**src/rtl/pipeline_stall_controller_pkg.sv**
```systemverilog
// Shared definitions for the pipeline stall/flush sequencer.
// Holds the memory-handshake FSM state encoding and the default sizing
// constants used by the top module and its performance counters.
package pipeline_stall_controller_pkg;

    // Memory handshake sequencer states. RELEASE is the single cycle in
    // which a finished SRAM access lets the pipeline advance again.
    typedef enum logic [1:0] {
        IDLE    = 2'd0,
        WAIT    = 2'd1,
        RELEASE = 2'd2
    } stall_state_e;

    // Default sizing for the performance counters and the SRAM watchdog.
    localparam int DEFAULT_CNT_W       = 32;
    localparam int DEFAULT_MEM_TIMEOUT = 64;
    localparam int DEFAULT_TO_W        = 8;

endpackage

```
**src/rtl/sat_counter.sv**
```systemverilog
// Saturating up-counter used for the stall-controller performance counters.
// Ports:
//   clk   - clock, rising edge
//   rst   - asynchronous active-high reset, clears the count
//   clr   - synchronous clear, wins over inc
//   inc   - add one at the next edge unless already at all-ones
//   count - current count value (W bits)
module sat_counter
    import pipeline_stall_controller_pkg::*;
#(
    parameter int W = DEFAULT_CNT_W
) (
    input  logic         clk,
    input  logic         rst,
    input  logic         clr,
    input  logic         inc,
    output logic [W-1:0] count
);

    // Count register: a clear always beats an increment, and once the
    // counter reaches all-ones it holds there instead of wrapping to zero,
    // so a long run never reports a misleadingly small figure.
    always_ff @(posedge clk or posedge rst) begin
        if (rst) begin
            count <= '0;
        end else if (clr) begin
            count <= '0;
        end else if (inc && (count != {W{1'b1}})) begin
            count <= count + 1'b1;
        end
    end

endmodule

```
**src/rtl/pipeline_stall_controller.sv**
```systemverilog
// Central stall/flush sequencer for the 5-stage pipeline.
// Merges the hazard unit's stall request, the EXE taken-branch signal and
// the multi-cycle SRAM handshake into PC/stage-register freeze, bubble and
// flush controls, and keeps saturating performance counters plus a sticky
// memory-timeout flag.
// Ports:
//   clk, rst                 - clock (rising edge), async active-high reset
//   hazard_Detected          - RAW hazard stall request
//   Branch_Taken             - taken branch resolved in EXE
//   MEM_R_EN, MEM_W_EN       - MEM-stage load / store request
//   sram_ready               - SRAM access completes this cycle
//   cnt_clr                  - synchronous clear of counters and mem_timeout
//   freeze_PC, freeze_IF_ID  - hold PC / IF-ID register (hazard stall)
//   bubble_ID_EXE            - inject NOP into ID/EXE (hazard stall)
//   flush_IF_ID, flush_ID_EXE- squash younger instructions (taken branch)
//   freeze_all               - hold every stage register (SRAM wait)
//   mem_timeout              - sticky: an SRAM wait exceeded MEM_TIMEOUT
//   stall_cnt, flush_cnt, mem_wait_cnt - saturating event counters
module pipeline_stall_controller
    import pipeline_stall_controller_pkg::*;
#(
    parameter int CNT_W       = DEFAULT_CNT_W,
    parameter int MEM_TIMEOUT = DEFAULT_MEM_TIMEOUT,
    parameter int TO_W        = DEFAULT_TO_W
) (
    input  logic             clk,
    input  logic             rst,
    input  logic             hazard_Detected,
    input  logic             Branch_Taken,
    input  logic             MEM_R_EN,
    input  logic             MEM_W_EN,
    input  logic             sram_ready,
    input  logic             cnt_clr,
    output logic             freeze_PC,
    output logic             freeze_IF_ID,
    output logic             bubble_ID_EXE,
    output logic             flush_IF_ID,
    output logic             flush_ID_EXE,
    output logic             freeze_all,
    output logic             mem_timeout,
    output logic [CNT_W-1:0] stall_cnt,
    output logic [CNT_W-1:0] flush_cnt,
    output logic [CNT_W-1:0] mem_wait_cnt
);

    localparam logic [TO_W-1:0] TIMEOUT_VAL = TO_W'(MEM_TIMEOUT);

    stall_state_e    state;
    stall_state_e    state_next;
    logic            mem_req;
    logic            mem_freeze;
    logic [TO_W-1:0] wait_cnt;

    assign mem_req = MEM_R_EN | MEM_W_EN;

    // State register for the SRAM handshake. Reset drops straight back to
    // IDLE even in the middle of a wait.
    always_ff @(posedge clk or posedge rst) begin
        if (rst) begin
            state <= IDLE;
        end else begin
            state <= state_next;
        end
    end

    // Next-state logic and the freeze it implies. A zero-wait access (ready
    // in the same cycle as the request) never leaves IDLE. In RELEASE the
    // request line still shows the retiring instruction, so it is ignored.
    always_comb begin
        state_next = state;
        mem_freeze = 1'b0;
        case (state)
            IDLE: begin
                if (mem_req && !sram_ready) begin
                    state_next = WAIT;
                    mem_freeze = 1'b1;
                end
            end
            WAIT: begin
                if (sram_ready) begin
                    state_next = RELEASE;
                end else begin
                    mem_freeze = 1'b1;
                end
            end
            RELEASE: begin
                state_next = IDLE;
            end
            default: begin
                state_next = IDLE;
            end
        endcase
    end

    // Control priority: reset, then the memory freeze, then a taken branch,
    // then a hazard stall. While frozen the branch sits in EXE untouched and
    // is seen again once the freeze drops. A branch squashes the instruction
    // that raised the hazard, so the stall is pointless and is suppressed.
    always_comb begin
        freeze_PC     = 1'b0;
        freeze_IF_ID  = 1'b0;
        bubble_ID_EXE = 1'b0;
        flush_IF_ID   = 1'b0;
        flush_ID_EXE  = 1'b0;
        freeze_all    = 1'b0;
        if (rst) begin
            freeze_all = 1'b0;
        end else if (mem_freeze) begin
            freeze_all = 1'b1;
        end else if (Branch_Taken) begin
            flush_IF_ID  = 1'b1;
            flush_ID_EXE = 1'b1;
        end else if (hazard_Detected) begin
            freeze_PC     = 1'b1;
            freeze_IF_ID  = 1'b1;
            bubble_ID_EXE = 1'b1;
        end
    end

    // Wait-cycle counter: restarts from zero on every entry into WAIT and
    // counts each WAIT cycle, parking at all-ones on very long waits.
    always_ff @(posedge clk or posedge rst) begin
        if (rst) begin
            wait_cnt <= '0;
        end else if ((state == IDLE) && (state_next == WAIT)) begin
            wait_cnt <= '0;
        end else if ((state == WAIT) && (wait_cnt != {TO_W{1'b1}})) begin
            wait_cnt <= wait_cnt + 1'b1;
        end
    end

    // Sticky watchdog flag. It only reports the slow access; the FSM keeps
    // waiting. A counter clear also wipes a flag that would set this cycle.
    always_ff @(posedge clk or posedge rst) begin
        if (rst) begin
            mem_timeout <= 1'b0;
        end else if (cnt_clr) begin
            mem_timeout <= 1'b0;
        end else if ((state == WAIT) && (wait_cnt == TIMEOUT_VAL)) begin
            mem_timeout <= 1'b1;
        end
    end

    // Performance counters. A stall is counted only when it is actually
    // applied, which is exactly when the bubble is injected.
    sat_counter #(.W(CNT_W)) u_stall_cnt (
        .clk   (clk),
        .rst   (rst),
        .clr   (cnt_clr),
        .inc   (bubble_ID_EXE),
        .count (stall_cnt)
    );

    sat_counter #(.W(CNT_W)) u_flush_cnt (
        .clk   (clk),
        .rst   (rst),
        .clr   (cnt_clr),
        .inc   (flush_IF_ID),
        .count (flush_cnt)
    );

    sat_counter #(.W(CNT_W)) u_mem_wait_cnt (
        .clk   (clk),
        .rst   (rst),
        .clr   (cnt_clr),
        .inc   (freeze_all),
        .count (mem_wait_cnt)
    );

endmodule

```
**config.mk**
```make
export PLATFORM = sky130hd
export DESIGN_NAME = pipeline_stall_controller
export DESIGN_NICKNAME = d
export VERILOG_FILES = /design/src/rtl/pipeline_stall_controller_pkg.sv /design/src/rtl/sat_counter.sv /design/src/rtl/pipeline_stall_controller.sv
export SDC_FILE = /design/constraint.sdc
export NUM_CORES = 1
export LEC_CHECK = 0
export CORE_ASPECT_RATIO = 1.1
export CORE_MARGIN = 5
export CORE_UTILIZATION = 33
export DETAILED_ROUTE_END_ITERATION = 16
export GPL_ROUTABILITY_DRIVEN = 0
export SLEW_MARGIN = 20
export SYNTH_ARGS = -nofsm -noshare
export SYNTH_HDL_FRONTEND = slang
export SYNTH_SLANG_ARGS = --single-unit
```
**constraint.sdc**
```tcl
create_clock -name clk -period 3.5 [get_ports clk]
set_input_delay 0.525 -clock clk [delete_from_list [all_inputs] [get_ports clk]]
set_output_delay 0.525 -clock clk [all_outputs]
set_load 0.01 [all_outputs]
```
==> impl_metrics.yaml <==
synth:
  synth.top_cell.area_share_pct: 45.07
  syn_area_per_cell_sq_um: 9.168
  ys_warn_count: 0
  synth_cell_type_count: 57
  synthMuxAreaShare_pct: 0.6950
  synth_edf_count: 0
  synth_seq_cells: 107
  async_reset_ff_share_pct: 100.0
  synth_compound_area_share_pct: 16.45
  syn_inst: 648
  ys_top_cells_by_area: "dfrtp_1, a21oi_1, or3_1"
  ys.flop_type: "dfrtp_1"
  synth_top_family_by_area: "simple AND/OR/NAND/NOR gates"
  synth-xor-area-share_pct: 4.275
  ys_seq_area_share_pct: 45.07
  yosys.area_share.simple_pct: 28.88
  syn_nets: 661
  synthesis.area_sq_mm: 0.005941
  synth_top_cell_by_area: "dfrtp_1"
  synth-adder-area-share_pct: 1.053
place:
  io_buffer_count: 110
  dpl-instance-area_sq_mm: 0.007287
  place_hpwl_microns: 12220
  pre_cts_ws_ns: 0.3769
timing:
  slew_headroom_pct: 34.74
  setup_ws_ns: 0.4415
  maxSlewViolCount: 0
  setup_viol: 0
  period_needed_ns: 3.059
  tightest_slew_ns: 0.9714
  post-route-period-util_pct: 87.39
  clock-skew-final_ns: 0.01018
  tns_ns: 0
  rsz0062_at_grt: "false"
  fmax_ghz: 0.3270
  hold_violations: 0
flow_run:
  cap_violations: 0
clock_tree:
  cts_tree: "built"
  cts_buffers: 9
  clk_pin_slew_worst_paths_ns: 0.07
  clk_latency_ns: 0.36
  htreeDepth: 3
  clk_path_buf_depth: 2
  cts_resized: 0
  cts.root.buffer_cell: "clkbuf_16"
  clock-sinks: 107
  postCtsSetupBuffers: 0
  ctsHoldBuffers: 0
routing:
  antenna_left: 0
  drtIter0Drc: 350
  routed-via-count: 5685
  drt_wl_total_microns: 17150
  post_drt_wl_per_cell_microns: 17.34
  drt_pre_antenna_iters: 5
  drc: 0
  avgViaCountPerCell: 5.748
worst_hold_path:
  hp-class: "reg -> reg"
  hold_depth: 2
power:
  p_clk_share_pct: 41.9
  leakage_nw: 2.685
  p_per_area_mw_per_mm2: 331.1
  combPwrFrac_pct: 7.0
  p_sw_mw: 0.6232
  p_sw_share_pct: 24.77
  p_int_mw: 1.893
  vdd_ir_drop_max_uv: 227.9
  seqPwrFrac_pct: 51.1
critical_path:
  cp.arrival_ns: 2.53
  max_stage_delay_ns: 0.58
  path_cells: "clkdlybuf4s50_1 > or3_1 > a21o_2 > inv_1 > clkdlybuf4s50_1"
  end_kind: "primary output"
  cp_common_cell: "clkdlybuf4s50_1"
  reg2reg_depth: 6
  slowest_stage: "clkdlybuf4s50_1"
  worst-setup-path-type: "in -> out"
  start_kind: "input pin"
  worstPathRequired_ns: 2.97
  worstPathMaxFanout: 8
  r2r_slack_ns: 0.71
layout:
  antennaDiodeCount: 0
  synthToLayoutAreaGrowth_pct: 27.89
  final_common_cell: "clkdlybuf4s50_1"
  final_area_sq_mm: 0.007597
  mostFrequentLayoutCells: "clkdlybuf4s50_1, dfrtp_1, a21oi_1"
  drive_gt1_share_pct: 5.726
  nets: 759
grt:
  grt_pass1_wl_microns: 28750
  antenna_found_initial: 0
  grt_pass1_vias: 5581
  grt_overflow: 0
  grt_use_total_pct: 17.18
  grt_max_degree: 58
floorplan:
  start_util_pct: 33.61
  dieWidth_microns: 137.9
  die_y_microns: 150.7
  dieArea_sq_mm: 0.02079
  ioPinCount: 111
  fp-row-count: 51
  coreArea_sq_mm: 0.01768
status:
  status: "complete, no violations"
[metal layers]
layer / GRT usage [%] / share of wire, %
met2: 27.69 / 48
met5: 0 / 0
met3: 2.807 / 5.1
met1: 23.31 / 45
met4: 6.225 / 1.7
[critical path: cells and delay by family]
kind,cells,cell delay [ns]
AOI/OAI and AO/OA,1,0.32
buffers and inverters,3,1.23
and+or+nand+nor,1,0.45
[state kept, by name, indices dropped and copies added, names as in the netlist]
name and cells:
u_flush_cnt.count 32, u_mem_wait_cnt.count 32, u_stall_cnt.count 32, wait_cnt 8, state 2, mem_timeout 1
[metrics by stage]
| step | power [mW] | hold WS (ns) | std cells | utilization, % |
|---|---|---|---|---|
| after global routing | 2.627 | 0.5893 | 989 | 42.98 |
| after detailed placement | 1.487 | 0.5215 | 973 | 41.23 |
| final | 2.516 | 0.5269 | 989 | 42.98 |
| after global placement | 1.476 | 0.5168 | 972 | 41.14 |
| after CTS | 2.554 | 0.5406 | 989 | 42.93 |
| after floorplan | 1.422 | 0.5277 | 648 | - |
[logic make-up after synthesis]
logic type | Yosys count
simple gates | 295
compound gates | 161
mux | 4
flops | 107
buf+inv | 47
fa+ha+maj | 5
xor+xnor | 29
[worst paths after layout]
path / startpoint / endpoint
min in group asynchronous: rst / u_stall_cnt.count[27]
worst max-delay path: MEM_W_EN / flush_ID_EXE
worst min-delay path: mem_timeout / mem_timeout
max in group asynchronous: rst / u_mem_wait_cnt.count[15]
worst min register to register: mem_timeout / mem_timeout
worst max register to register: u_flush_cnt.count[0] / u_flush_cnt.count[30]
[cells in the mapped netlist, types with 2 or more instances]
cell       number
a211oi_1        3
a21oi_1        71
and2_1          5
and3_1          7
and4_1         15
buf_2           6
buf_4           3
clkbuf_1       20
dfrtp_1       107
ha_1            5
inv_1          15
mux2i_1         3
nand2_1        35
nand3_1        33
nand4_1        37
nand4bb_1       2
nor2_1         47
nor3_1          9
nor4_1         14
nor4b_1         2
o2111ai_1       2
o21ai_0        36
o31ai_1        32
o41ai_1         3
or2_2           3
or3_1          41
or4_1          32
or4b_2          4
xnor2_1        18
xor2_1         11
[cell type report]
| type | count | area (sq um) |
|---|---|---|
| sequential | 107 | 2678 |
| inverter | 15 | 58.81 |
| clock buffer | 10 | 239.0 |
| multi-input combinational | 494 | 3078 |
| fill | 1742 | 10080 |
| tap | 238 | 297.8 |
| timing repair buffer | 119 | 1184 |
| clock inverter | 6 | 62.56 |
[power groups by stage]
stage / sequential, mW / combinational, mW / clock [mW]
2_1_floorplan: 1.30 / 0.117 / 0
3_3_place_gp: 1.31 / 0.169 / 0
3_5_place_dp: 1.31 / 0.178 / 0
4_1_cts: 1.28 / 0.179 / 1.09
5_1_grt: 1.29 / 0.202 / 1.14
6_report: 1.28 / 0.176 / 1.05
(Power assumes the default switching activity.)
